$ cat config.mk
export PLATFORM = sky130hd
export DESIGN_NAME = instr_fetch_queue
export DESIGN_NICKNAME = d
export VERILOG_FILES = /design/src/rtl/instr_fetch_queue.sv
export SDC_FILE = /design/constraint.sdc
export NUM_CORES = 1
export LEC_CHECK = 0
export ABC_AREA = 1
export ABC_CLOCK_PERIOD_IN_PS = 6300
export BUFFER_PORTS_ARGS = -buffer_cell sky130_fd_sc_hd__buf_2
export CAP_MARGIN = 20
export CORE_MARGIN = 2
export CORE_UTILIZATION = 60
export CTS_CLUSTER_SIZE = 16
export DETAILED_ROUTE_END_ITERATION = 10
export PLACE_DENSITY_LB_ADDON = 0.25
export REMOVE_ABC_BUFFERS = 1
export SKIP_LAST_GASP = 1
export SYNTH_ARGS = -nofsm -noshare
export SYNTH_HDL_FRONTEND = slang
export SYNTH_SLANG_ARGS = --single-unit
$ cat constraint.sdc
create_clock -name clk -period 6.3 [get_ports clk]
set_input_delay 0.315 -clock clk [delete_from_list [all_inputs] [get_ports clk]]
set_output_delay 0.315 -clock clk [all_outputs]
set_load 0.01 [all_outputs]
$ cat src/rtl/instr_fetch_queue.sv
// instr_fetch_queue: PC-driven instruction fetch with req/gnt/rvalid memory port and a {pc, inst} FIFO to decode.
// Define IFQ_BYPASS_EN to forward a returning word straight to decode when the FIFO is empty.
module instr_fetch_queue #(
  parameter int ADDR_W = 32,
  parameter int DATA_W = 32,
  parameter int DEPTH = 4,
  parameter logic [ADDR_W-1:0] RESET_PC = 32'h00400000
) (
  input  logic                     clk,
  input  logic                     reset,
  input  logic                     redirect_i,
  input  logic [ADDR_W-1:0]        redirect_pc_i,
  output logic                     imem_req_o,
  output logic [ADDR_W-1:0]        imem_addr_o,
  input  logic                     imem_gnt_i,
  input  logic                     imem_rvalid_i,
  input  logic [DATA_W-1:0]        imem_rdata_i,
  output logic                     inst_valid_o,
  output logic [DATA_W-1:0]        inst_o,
  output logic [ADDR_W-1:0]        inst_pc_o,
  input  logic                     inst_ready_i,
  output logic [$clog2(DEPTH):0]   count_o
);
  localparam int PW = $clog2(DEPTH);
  localparam int CW = PW + 1;
  localparam logic [CW-1:0] FULL = CW'(DEPTH);
  typedef enum logic [1:0] {S_FETCH, S_WAIT, S_DRAIN} state_t;
  state_t state, state_n;
  logic [ADDR_W-1:0] fetch_pc, req_addr;
  logic [DATA_W-1:0] mem_d [DEPTH];
  logic [ADDR_W-1:0] mem_a [DEPTH];
  logic [PW-1:0] wr_ptr, rd_ptr;
  logic [CW-1:0] count;
  logic hold, gnt_ok, rsp, byp, push, pop, empty;
  assign count_o = count;
  assign imem_addr_o = fetch_pc;
  assign empty = count == '0;
  assign gnt_ok = imem_req_o && imem_gnt_i;
  assign rsp = state == S_WAIT && imem_rvalid_i && !redirect_i;
  assign push = rsp && !(byp && inst_ready_i);
  assign pop = !empty && inst_ready_i && !redirect_i;
`ifdef IFQ_BYPASS_EN
  assign byp = empty && rsp;
  assign inst_valid_o = !empty || byp;
  assign inst_o = byp ? imem_rdata_i : mem_d[rd_ptr];
  assign inst_pc_o = byp ? req_addr : mem_a[rd_ptr];
`else
  assign byp = 1'b0;
  assign inst_valid_o = !empty;
  assign inst_o = mem_d[rd_ptr];
  assign inst_pc_o = mem_a[rd_ptr];
`endif
  always_ff @(posedge clk or negedge reset)
    if (!reset) state <= S_FETCH;
    else state <= state_n;
  // a redirect turns any response still owed into one that must be discarded
  always_comb
    state_n = redirect_i ? ((gnt_ok || (state != S_FETCH && !imem_rvalid_i)) ? S_DRAIN : S_FETCH) :
              state == S_FETCH ? (gnt_ok ? S_WAIT : S_FETCH) :
              imem_rvalid_i ? S_FETCH : state;
  // hold masks the request for one cycle after reset release or a redirect
  always_comb
    imem_req_o = state == S_FETCH && !hold && count < FULL;
  always_ff @(posedge clk or negedge reset)
    if (!reset) begin
      hold <= 1'b1;
      fetch_pc <= RESET_PC;
      req_addr <= RESET_PC;
    end else begin
      hold <= redirect_i;
      fetch_pc <= redirect_i ? (redirect_pc_i & ~ADDR_W'(3)) : gnt_ok ? fetch_pc + ADDR_W'(4) : fetch_pc;
      if (gnt_ok) req_addr <= fetch_pc;
    end
  always_ff @(posedge clk or negedge reset)
    if (!reset) begin
      wr_ptr <= '0;
      rd_ptr <= '0;
      count <= '0;
      for (int i = 0; i < DEPTH; i++) begin
        mem_d[i] <= '0;
        mem_a[i] <= '0;
      end
    end else if (redirect_i) begin
      wr_ptr <= '0;
      rd_ptr <= '0;
      count <= '0;
    end else begin
      if (push) begin
        mem_d[wr_ptr] <= imem_rdata_i;
        mem_a[wr_ptr] <= req_addr;
        wr_ptr <= wr_ptr + 1'b1;
      end
      if (pop) rd_ptr <= rd_ptr + 1'b1;
      count <= count + CW'(push) - CW'(pop);
    end
endmodule

==> results summary, run 1 <==
Entering global routing, the biggest net connects about 170 pins. The endpoint class of the critical path is an output pin. Traced cell by cell, the critical path runs through clkinv_2 -> buf_4 -> o21ai_0 -> o22ai_1 -> buf_2. The worst-case IR drop observed on VDD is between 200 and 250 µV. The count of distinct cell types in the synthesized netlist came out at 34. The synthesized area divided by synthesized cell count is 7.90 µm².

The total setup buffers inserted after CTS came out at 0. The count of buffers added on input and output ports is 164. The die covers about 27,000 µm².

The library cell contributing the largest single delay on the critical path is sky130_fd_sc_hd__clkinv_2. The synthesized instance count is 1,941. Summing all multi-input logic gate instances after layout gives 6330 µm². The number of placement rows is 58. The TritonCTS clock tree is built.

The clock passes through at most 3 buffers. The clock period minus worst slack is 3.52 ns. After detailed routing, the total wire length is 41.9 mm. For this run the aggregate overflow at the end of global routing stands at 0. The data required time at the worst endpoint is 5.98 ns. The share of the core filled with cells is 0.681.

The worst stage delay on the critical path is 0.72 ns. The count of instances resized after the clock tree is built came out at 0. The count of clock tree sinks came out at 318. The worst setup path is launched from a flip-flop. The class of the tightest hold or removal check is in -> reg. The total area of sequential cells is 7970 µm². Along the worst path, the maximum fanout reaches 68. Hold is met by 0.0164 ns. The final weighted congestion of routability-driven global placement came out at around 0.97. The number of hold violations in the final report came to 0.

The number of antenna violations at the first check in global routing is 0. The number of ports placed on the die boundary came out at ~170. In this run, synthesis produced a sequential element count of 318. The number of buffers added by the clock tree synthesis step is 35. The placeable core area is between 20,000 and 30,000 µm². The overall global routing resource usage came out at 0.318. The number of violations of the max-capacitance limit is 0. The share of post-route cells with drive strength above 1 is 0.129.

The HPWL after detailed placement is 23.1 mm. Setup violations remaining at the end of the flow were counted as 0. The relative area change from synthesis to final layout came out at 11.5%. The H-tree was split into 2 levels. The clock latency at the later pin of the worst-skew pair came out at 0.51 ns. The critical path class is reg -> out. The reported leakage power came out at 9.19 nW. The total DRC errors in the routed layout is 0. The final layout contains 2,108 nets.

The total power density per cell area came out at 385 nW/µm². From bottom edge to top edge, the die measures 164 µm. Clock-pin slew was measured on the worst setup and hold paths at 0.06 ns. The via count of the first global-routing pass came to 13,120. The critical path arrival is 3.21 ns. After detailed routing, the average wire length per cell comes to approximately 18 µm.

The first global-routing pass estimated 67.8 mm of wire. The fmax came out at ~280 MHz. The fraction of the cycle the final worst path needs is 0.559. Of the synthesized area, sequential elements account for 0.520. The run finished with clean final reports.

The antenna violation net count after detailed routing came out at 0. The warning count from the yosys run is 0. The slew at the pin closest to its max-slew limit is about 1.1 ns. The clock skew after layout came out at roughly 0.016 ns. The DRC violation total after the first TritonRoute iteration came out at around 1,500. The routed via count is 13,776. The count of TritonRoute iterations in the first routing pass is 5.

The number of vias per cell after detailed routing came out at 5.79. The normalized max-slew margin came out at 0.255. The width of the die is ~160 µm. The tree is rooted in a sky130_fd_sc_hd__clkbuf_16.

The initial cell density of the core came out at 0.610. Setup total negative slack on the finished layout was measured at 0 ns. The number of buffers inserted by hold repair at cts came out at 1. Setup repair after global routing left no endpoint under its margin. The post-synthesis cell area is between 15,000 and 20,000 µm².

The layout has 2,144 filler cells. The number of slew-limit violations in the final report came out at 0. The number of diodes is 0.
==> state kept, by name, summed over array words and instances, names as in the netlist <==
register,count
imem_addr_o,30
wr_ptr,2
mem_a,120
req_addr,30
mem_d,128
count_o,3
rd_ptr,2
hold,1
state,2
==> power by group <==
group          switching, mW  internal (mW)
Combinational           1.14          0.658
Clock                  0.808           1.23
Sequential             0.337           2.42
Total                   2.29           4.30
==> routing by layer <==
layer / wire length [µm] / GRT usage / vias up
met5: 0 / 0 / -
met3: 3440 / 0.0477 / 80
met4: 896 / 0.0985 / 0
met1: 17800 / 0.448 / 6585
met2: 19800 / 0.514 / 607
li1: - / - / 6504
==> area by class of cell <==
type                    instances  area share
flip-flops and latches        318       0.466
multi-input cells            1423       0.370
clock buffers                  49      0.0609
repair buffers                182      0.0574
well taps                     330      0.0242
inverters                      70      0.0154
clock inverters                 9     0.00571
==> critical path: cells and delay by family (launching register included) <==
family	cells	cell delay (ns)
compound gates	2	0.43
buf+inv	3	1.57
flops	1	0.60
==> placed cells by master, fill, tap and decap left out, types with 7 or more instances in the layout <==
cell,instances
sky130_fd_sc_hd__buf_2,163
sky130_fd_sc_hd__o21ai_1,209
sky130_fd_sc_hd__inv_2,10
sky130_fd_sc_hd__o21ai_0,224
sky130_fd_sc_hd__clkbuf_16,37
sky130_fd_sc_hd__ha_1,7
sky130_fd_sc_hd__clkinv_2,7
sky130_fd_sc_hd__nand2_1,666
sky130_fd_sc_hd__nor2_1,167
sky130_fd_sc_hd__buf_4,16
sky130_fd_sc_hd__xor2_1,7
sky130_fd_sc_hd__nand3_1,46
sky130_fd_sc_hd__o22ai_1,62
sky130_fd_sc_hd__inv_1,58
sky130_fd_sc_hd__dfrtp_1,313
sky130_fd_sc_hd__clkbuf_8,7
==> per-stage QoR <==
step	area [µm²]	total power, mW	setup WS [ns]	cells
after floorplan	14600	3.77	0.986	1811
after global placement	15900	4.51	3.11	2322
after detailed placement	15900	4.57	3.05	2322
after CTS	17100	6.60	2.88	2381
after global routing	17100	6.97	2.64	2381
final	17100	6.59	2.78	2381
==> synthesized netlist by cell type <==
master	n	area, µm²
sky130_fd_sc_hd__inv_2	9	33.8
sky130_fd_sc_hd__nor2_1	167	627
sky130_fd_sc_hd__xnor2_1	2	17.5
sky130_fd_sc_hd__a21oi_1	3	15.0
sky130_fd_sc_hd__xor2_1	7	61.3
sky130_fd_sc_hd__nor4_1	1	6.26
sky130_fd_sc_hd__nor2_4	4	45.0
sky130_fd_sc_hd__clkinv_1	2	7.51
sky130_fd_sc_hd__and2_1	2	12.5
sky130_fd_sc_hd__nand3_2	1	10.0
sky130_fd_sc_hd__nor3_1	1	5.00
sky130_fd_sc_hd__o221ai_1	1	8.76
sky130_fd_sc_hd__buf_6	25	282
sky130_fd_sc_hd__o211ai_1	2	15.0
sky130_fd_sc_hd__buf_1	18	67.6
sky130_fd_sc_hd__clkbuf_1	49	184
sky130_fd_sc_hd__o21ai_0	224	1120
sky130_fd_sc_hd__nor2_2	5	31.3
sky130_fd_sc_hd__o22ai_1	62	388
sky130_fd_sc_hd__buf_4	17	128
sky130_fd_sc_hd__nand2_8	1	20.0
sky130_fd_sc_hd__nand2_1	666	2500
sky130_fd_sc_hd__buf_2	24	120
sky130_fd_sc_hd__conb_1	1	3.75
sky130_fd_sc_hd__o21bai_1	4	30.0
sky130_fd_sc_hd__ha_1	7	87.6
sky130_fd_sc_hd__dfrtp_1	315	7880
sky130_fd_sc_hd__dfstp_2	3	78.8
sky130_fd_sc_hd__o21ai_1	209	1050
sky130_fd_sc_hd__or2_2	1	6.26
sky130_fd_sc_hd__nand3_1	46	230
sky130_fd_sc_hd__fa_1	1	20.0
sky130_fd_sc_hd__inv_1	59	221
sky130_fd_sc_hd__nand2_2	2	12.5
==> cells by family (layout without fill, tap and decap cells) <==
| logic type | after synthesis | after routing | share of synthesized area |
|---|---|---|---|
| simple gates | 897 | 897 | 0.229 |
| compound gates | 505 | 505 | 0.171 |
| flops | 318 | 318 | 0.520 |
| buf+inv | 203 | 310 | 0.0681 |
| xor+xnor | 9 | 9 | 0.00514 |
| fa+ha+maj | 8 | 8 | 0.00702 |
| other cells | 1 | 4 | 0.000245 |
==> worst paths after layout <==
kind                            slack (ns)  depth (start not counted)         startpoint              end
worst min register to register        0.47                          2          mem_d[57]        mem_d[57]
worst min-delay path                  0.02                          3  redirect_pc_i[18]  imem_addr_o[18]
worst max-delay path                  2.78                          5          rd_ptr[0]    inst_pc_o[15]
worst max register to register        3.28                          8           state[1]         mem_a[5]
max in group asynchronous             4.49                          3              reset        rd_ptr[0]
min in group asynchronous             0.39                          2              reset        mem_d[33]
No activity file was read; power rests on OpenSTA's default activity.
==> run 2: changes to the inputs <==
Settings changed: ABC_AREA 1 to 0, ABC_CLOCK_PERIOD_IN_PS 6300 to 3000, CORE_UTILIZATION 60 to 53.
Clock period 6.3 ns to 3 ns, I/O delays scaled along.
==> run 2 against run 1 <==
Net effect: die area is 3.2% higher; largest cell class unchanged; synthesized cell count is 53% lower; power is 99% higher; routed wire length is 28% lower; non-clock buffer count is 72 higher; clock power is 110% higher.
==> results summary, run 2 <==
The register bit count reported by yosys is 318 (unchanged). The clock period minus worst slack came out at 2.45 ns. The number of vias per cell after detailed routing is 5.75 (-0.61%).

The async set or reset register ratio after synthesis came to 1.00 (unchanged). The routed via count came out at 8,712 (-37%). The total overflow reported by the global router came to 0 (unchanged). The total DRC errors in the routed layout is 0 (unchanged). The die outline height is 166 µm (+1.6%). The deepest clock path buffer count came out at 3 (unchanged).

The share of the core filled with cells is 0.661 (-0.0195). CTS placed an instance of sky130_fd_sc_hd__clkbuf_16 at the clock tree root. STA classifies the critical path endpoint as a flip-flop. The antenna violation net count after detailed routing is 0 (unchanged). The number of diodes came out at 0 (unchanged).

The most used flip-flop cell after synthesis is sky130_fd_sc_hd__dfrtp_1. The normalized max-slew margin came out at 0.341 (+0.0864). The worst setup path is launched from a flip-flop. The multiplexer share of the synthesized area is 0.325 (+0.325). The number of antenna violations at the first check in global routing is 0 (unchanged). The number of placement rows came out at 59 (+1.7%).

The die outline area is 27,700 µm² (+3.2%). The count of instances resized after the clock tree is built came out at 0 (unchanged). The count of distinct cell types in the synthesized netlist was 38 (+12%).

The clock transition at the registers of the reported paths came to 0.06 ns (about the same). In the layout the commonest cells are sky130_fd_sc_hd__dfrtp_1, sky130_fd_sc_hd__mux2_2, sky130_fd_sc_hd__buf_2. The number of placed instances with taps included is 1,385 (-40%). The post-synthesis compound-gate area fraction came to 0.0233 (-0.148).

The average detailed-routed wire length per instance came out at 20.0 µm (+14%). The clock latency at the later pin of the worst-skew pair is 0.50 ns (about the same). By instance count, the leading cell after synthesis is sky130_fd_sc_hd__dfrtp_1. The number of violations of the max-capacitance limit came out at 0 (unchanged). The HPWL after detailed placement is 18.9 mm (-18%).

The number of ports placed on the die boundary is 171 (unchanged). Counting flops per register, the top entry is mem_d. The xor/xnor share of the synthesized area came out at 0.00939 (+0.00425). The number of enable flip-flop cells after synthesis came out at 0 (unchanged). The slew at the pin closest to its max-slew limit came out at 0.987 ns (-0.131 ns).

The number of slew-limit violations in the final report came out at 0 (unchanged). Of all cell types, the one taking the most synthesized area is sky130_fd_sc_hd__dfrtp_1. The data required time at the worst endpoint is 3.41 ns (-2.57 ns). The warning count from the yosys run is 0 (unchanged). The total routed wirelength is 30.4 mm (-28%).

In the synthesized netlist, the cells that appear most often are sky130_fd_sc_hd__dfrtp_1, sky130_fd_sc_hd__mux2_2, sky130_fd_sc_hd__mux4_2, sky130_fd_sc_hd__clkbuf_1, sky130_fd_sc_hd__nor2_1. The final hold slack is 0.0147 ns (-0.00170 ns). The overall global routing resource usage is 0.228 (-0.0903). The final weighted congestion of routability-driven global placement is 0.778 (-20%).

The reported leakage power came to 8.27 nW (-10%). The global-route wire length before repair came out at 51.0 mm (-25%). The class of the tightest hold or removal check is in -> reg. The cell area after placement came out at 15,300 µm² (-3.8%). The count of clock tree sinks came out at 318 (unchanged). The simple-gate portion of the synthesized area is 0.0444 (-0.184).

The number of setup violations in the final report came to 0 (unchanged). The placeable core area is 26,000 µm² (+3.5%). The number of hold violations in the final report is 0 (unchanged).

The pre-CTS worst setup slack came out at 0.579 ns (-2.47 ns). Among cell families on the critical path, the largest total delay comes from simple AND/OR/NAND/NOR gates. The fraction of the cycle the final worst path needs is 0.816. The signal on the critical path passes through or4_4 -> or3_4 -> or4_1 -> a31oi_1. The largest net degree at the start of global routing came out at 70 (-58%).

The initial cell density of the core is 0.538 (-0.0721). The relative area change from synthesis to final layout came out at 22.9%. The post-synthesis cell area came out at 14,000 µm² (-8.7%). The via count of the first global-routing pass was 9,315 (-29%).

The flip-flop count of the largest register, all copies and words added is 128 (unchanged). The share of post-route cells with drive strength above 1 is 0.504 (+0.376). The maximum fanout along the worst path was 38 (-44%).

The flow ran to the end, and the final reports show no timing, DRC or antenna violations. Setup repair after global routing left no endpoint under its margin. The final setup slack of the worst path came out at 0.553 ns (-2.22 ns). The worst stage delay on the critical path came to 0.59 ns (-0.13 ns). The count of placed standard cells in the final layout, fillers left out came to 1,515 (-36%).

The fmax came out at 409 MHz. After synthesis, the cell types taking the most area are sky130_fd_sc_hd__dfrtp_1, sky130_fd_sc_hd__mux2_2, sky130_fd_sc_hd__mux4_2, sky130_fd_sc_hd__clkbuf_1, sky130_fd_sc_hd__o31ai_1. The fraction of the yosys area taken by sequential cells is 0.569 (+0.0498). The number of H-tree levels was 2 (unchanged). The most common cell after layout, fill and taps aside is sky130_fd_sc_hd__dfrtp_1. The total of buffers placed on input and output ports is 164 (unchanged). The count of nets after finishing is 1,233 (-42%).

The number of buffers added by the clock tree synthesis step is 36 (+2.9%). The width of the die was 166 µm (+1.6%). The total negative slack is 0 ns (unchanged). The total setup buffers inserted after CTS came out at 0 (unchanged).

The clock skew after layout came out at 0.0111 ns (-0.00514 ns). The total power density per cell area is 762 nW/µm² (+98%). The count of TritonRoute iterations in the first routing pass came to 4 (-1). The cell area after layout came out at 17,200 µm² (+0.53%). The critical path arrival came out at 2.86 ns (-0.35 ns). The highest ir drop seen on vdd is 583 µV (+150%).

The synthesized instance count was 921 (-53%). The adder-cell area share of the yosys netlist came out at 0.00769 (+0.000673). The share of the synthesized area in the top cell type is 0.564 (+0.0493). The critical path class is reg -> reg. TritonCTS built the clock tree. The total power is 13.1 mW (+99%).

The DRC violation total after the first TritonRoute iteration came to 488 (-66%). By area, the combinational part of the netlist is dominated by multiplexers. The worst setup slack for register-to-register paths is 0.55 ns (-2.73 ns). For this design, the slowest cell found on the critical path is sky130_fd_sc_hd__or4_4.

In the final layout, the registers with the most flip-flops are mem_d: 128 flops, mem_a: 120 flops. The number of buffer and inverter instances along the worst setup path is 0 (-3). The synthesized area divided by synthesized cell count came to 15.2 µm² (+92%).
[run 2: final timing paths]
kind,startpoint,endpoint,cells past startpoint
worst max-delay path,count_o[2],imem_addr_o[21],4
worst min-delay path,inst_ready_i,rd_ptr[1],4
worst max register to register,count_o[2],imem_addr_o[21],4
worst min register to register,mem_a[15],mem_a[15],1
max in group asynchronous,reset,imem_addr_o[5],3
min in group asynchronous,reset,mem_d[104],2
[run 2: cells by family after synthesis]
family                     count (synthesis)
other                                      1
and+or+nand+nor                          116
adders and majority gates                  8
buffers and inverters                     70
muxes                                    342
AOI/OAI and AO/OA                         51
xor gates and xnor gates                  15
DFF                                      318
[run 2: final cells by class]
cell class,instances,area [µm²]
clock buffer,48,1020
clock inverter,15,156
fill,1926,8800
inverter,9,33.8
multi-input combinational,536,5780
sequential,318,7970
tap,335,419
timing repair buffer,254,1810
[run 2: worst min-delay path, delay by kind of cell]
family	cells	cell delay, ns
AND/OR/NAND/NOR	2	0.15
XOR/XNOR	1	0.06
buffers and inverters	1	0.11
[run 2: repair_timing]
action / 4_1_cts / 5_1_grt
endpoints found under the hold margin: 227 / 0
hold buffers: 67 / 0
setup endpoints to repair: 0 / 0
[run 2: layer usage]
| metal | wire (µm) | GRT usage | share of wire |
|---|---|---|---|
| met5 | 0 | 0 | 0 |
| met4 | 658 | 0.0611 | 0.022 |
| met3 | 1370 | 0.0416 | 0.045 |
| met2 | 14700 | 0.370 | 0.49 |
| met1 | 13600 | 0.320 | 0.45 |
[run 2: where the power goes]
| group | switching, mW | internal (mW) | leakage [nW] |
|---|---|---|---|
| Sequential | 0.633 | 5.02 | 4.20 |
| Clock | 1.68 | 2.64 | 0.590 |
| Combinational | 1.36 | 1.77 | 3.49 |
| Total | 3.67 | 9.43 | 8.27 |
==> run 3: changes to the inputs <==
Settings changed: ABC_CLOCK_PERIOD_IN_PS 3000 to 2450, CORE_UTILIZATION 53 to 58.
Clock period 3 ns to 2.45 ns, I/O delays scaled along.
==> run 3 against run 2 <==
Net effect: design area is essentially flat; largest power group unchanged; clock-buffer cell count grew 11; clock power grew 13%; worst setup slack lost 0.49 ns; combinational power grew 25%.
==> results summary, run 3 (synthesis results as in run 2) <==
The clock skew after layout came out at 0.0117 ns (+0.000591 ns). The share of post-route cells with drive strength above 1 came to 0.498 (-0.00592). The class of the tightest hold or removal check is in -> reg. The number of stages on the worst hold path is 3 (-1).

The number of placement rows came out at 56 (-5.1%). The count of TritonRoute iterations in the first routing pass is 4 (unchanged). The largest net degree at the start of global routing came to 87 (+24%). The average detailed-routed wire length per instance was 20.4 µm (+2.0%). The total routed wirelength is 30.8 mm (+1.3%). The sequential cell fraction of total power is 0.437 (+0.005).

The DRC violation total after the first TritonRoute iteration came to 673 (+38%). The total setup buffers inserted after CTS was 0 (unchanged). The number of violations of the max-capacitance limit came out at 0 (unchanged).

The total of buffers placed on input and output ports came out at 164 (unchanged). The routed via count came out at 8,805 (+1.1%). The filler cell count came out at 1,562 (-19%). The slew at the pin closest to its max-slew limit is 0.728 ns (-0.259 ns).

The capture point of the worst reg-to-reg path is imem_addr_o[14]. The normalized max-slew margin is 0.515 (+0.174). The fmax came out at 419 MHz (+2.5%). The width of the die was 159 µm (-4.3%). The largest registers in the layout are mem_d: 128 flops, mem_a: 120 flops. The overall global routing resource usage was 0.246 (+0.0184).

The initial cell density of the core is 0.594 (+0.0558). The number of setup violations in the final report is 0 (unchanged). The critical path arrival is 2.81 ns (-0.05 ns).

The placeable core area came to 23,500 µm² (-9.4%). The number of vias per cell after detailed routing was 5.85 (+1.7%). The register bank with the most flops is mem_d. The number of antenna violations at the first check in global routing is 0 (unchanged). The path with the worst hold slack has its endpoint at state[0]. The global-route wire length before repair is 49.7 mm (-2.4%). The startpoint identified for the worst hold timing path is imem_gnt_i. The startpoint identified for the worst register-to-register timing path is count_o[2]. The flow ran to the end, and the final reports show no timing, DRC or antenna violations. The clock transition at the registers of the reported paths came out at 0.06 ns (about the same).

The relative area change from synthesis to final layout is 22.8% (about the same). The total power density per cell area came to 911 nW/µm² (+19%). The maximum fanout along the worst path is 19 (-50%). The count of placed standard cells in the final layout, fillers left out is 1,505 (-0.66%).

TritonCTS built the clock tree. The flip-flop count of the largest register, all copies and words added is 128 (unchanged). The count of nets after finishing is 1,240 (+0.57%). STA classifies the critical path endpoint as a flip-flop.

The final hold slack is 0.0682 ns (+0.0535 ns). The number of hold violations in the final report is 0 (unchanged). The number of diodes was 0 (unchanged).

The highest ir drop seen on vdd is 543 µV (-7.0%). The number of buffers added by the clock tree synthesis step was 34 (-5.6%). Setup repair after global routing left no endpoint under its margin. The data required time at the worst endpoint was 2.88 ns (-0.53 ns). The clock period minus worst slack is 2.39 ns (-0.0587 ns). The worst setup slack for register-to-register paths is 0.06 ns (-0.49 ns).

The total DRC errors in the routed layout was 0 (unchanged). In the layout the commonest cells are sky130_fd_sc_hd__dfrtp_1, sky130_fd_sc_hd__mux2_2, sky130_fd_sc_hd__buf_2. The share of the core filled with cells is 0.729 (+0.0680).

The count of instances resized after the clock tree is built came out at 0 (unchanged). The switching portion of total power was 0.281 (+0.000361). Clock tree synthesis selected as its root buffer the cell sky130_fd_sc_hd__clkbuf_16. The die outline height is 159 µm (-4.3%). The portion of total power attributed to the clock network is 0.313 (-0.017).

The die outline area came out at 25,400 µm² (-8.4%). The via count of the first global-routing pass came to 9,334 (+0.20%). The logic gate share of total power is 0.250 (+0.011).

The total overflow reported by the global router is 0 (unchanged). The number of placed instances with taps included is 1,378 (-0.51%). The library cell used most frequently in the layout, excluding fill and tap cells, is sky130_fd_sc_hd__dfrtp_1. The HPWL after detailed placement is 19.0 mm (+0.48%).

The clock latency at the later pin of the worst-skew pair is 0.51 ns (about the same). The total net switching power was 4.39 mW (+20%). The final weighted congestion of routability-driven global placement came out at 0.763 (-1.9%). The fraction of the cycle the final worst path needs came to 0.975 (+0.159).

The count of clock tree sinks is 318 (unchanged). The number of slew-limit violations in the final report was 0 (unchanged). The total negative slack came out at 0 ns (unchanged). The total power was 15.6 mW (+19%). The number of H-tree levels is 2 (unchanged). The number of cells on the worst reg-to-reg path is 4 (unchanged).

The category of the worst setup path launch point is a flip-flop. The deepest clock path buffer count came out at 3 (unchanged). The number of ports placed on the die boundary is 171 (unchanged).

The critical path is of the reg -> reg type. The antenna violation net count after detailed routing is 0 (unchanged). The reported leakage power came out at 8.25 nW (-0.25%). The internal power summed over all cells is 11.3 mW (+19%).
## run 3: cell count changes in the layout (fill, tap and decap cells not counted), sizes merged
cell         change
buf              +9
bufinv           -3
clkbuf          +11
clkinv          -10
dlygate4sd3      -1
inv              -1
or3              +1
## run 3: what timing repair did
| action | 4_1_cts | 5_1_grt |
|---|---|---|
| endpoints found under the setup margin | 0 | 8 |
| hold buffers | 66 | 0 |
| endpoints found under the hold margin | 240 | 0 |
## run 3: routing by layer
layer / vias up / global-route usage / routed length, µm / share of wire
met5: - / 0 / 0 / 0
met4: 0 / 0.0587 / 505 / 0.016
met3: 40 / 0.0380 / 1340 / 0.043
met2: 231 / 0.417 / 15500 / 0.50
met1: 4611 / 0.341 / 13500 / 0.44
li1: 3923 / - / - / -
## run 3: final cells by class
type	instances	area [µm²]	share of cell area
flip-flops and latches	318	7970	0.464
multi-input cells	537	5780	0.337
repair buffers	262	1920	0.112
clock buffers	59	1060	0.0617
well taps	319	399	0.0232
inverters	9	33.8	0.00197
clock inverters	1	5.00	0.000292
## run 3: how the worst max path moves through the flow
stage,startpoint,slack [ns],endpoint,cells past startpoint
after global placement,count_o[2],0.13,imem_addr_o[29],4
after floorplan,rd_ptr[0],-0.89,inst_o[0],1
final,count_o[2],0.06,imem_addr_o[14],4
after global routing,count_o[2],0.005,imem_addr_o[14],4
after detailed placement,count_o[2],0.06,imem_addr_o[31],4
after CTS,count_o[2],0.07,imem_addr_o[16],4
## run 3: stage by stage
| step | setup WS [ns] | instance area, µm² |
|---|---|---|
| 2_1_floorplan | -0.886 | 13700 |
| 3_3_place_gp | 0.134 | 15400 |
| 3_5_place_dp | 0.0558 | 15400 |
| 4_1_cts | 0.0663 | 17200 |
| 5_1_grt | 0.00521 | 17200 |
| 6_report | 0.0617 | 17200 |
## run 3: power by group through the flow
stage | Combinational (mW) | Clock, mW | Sequential (mW)
5_1_grt | 4.20 | 5.22 | 6.98
2_1_floorplan | 2.32 | 0 | 6.89
6_report | 3.91 | 4.90 | 6.83
3_3_place_gp | 3.78 | 0 | 6.86
3_5_place_dp | 3.85 | 0 | 6.91
4_1_cts | 3.96 | 5.01 | 6.83
## run 3: worst max-delay path: stages, from the launching register on
cell,delay [ns]
sky130_fd_sc_hd__dfrtp_1,0.43
sky130_fd_sc_hd__or4_4,0.61
sky130_fd_sc_hd__or3_2,0.70
sky130_fd_sc_hd__or3_1,0.41
sky130_fd_sc_hd__a31oi_1,0.16
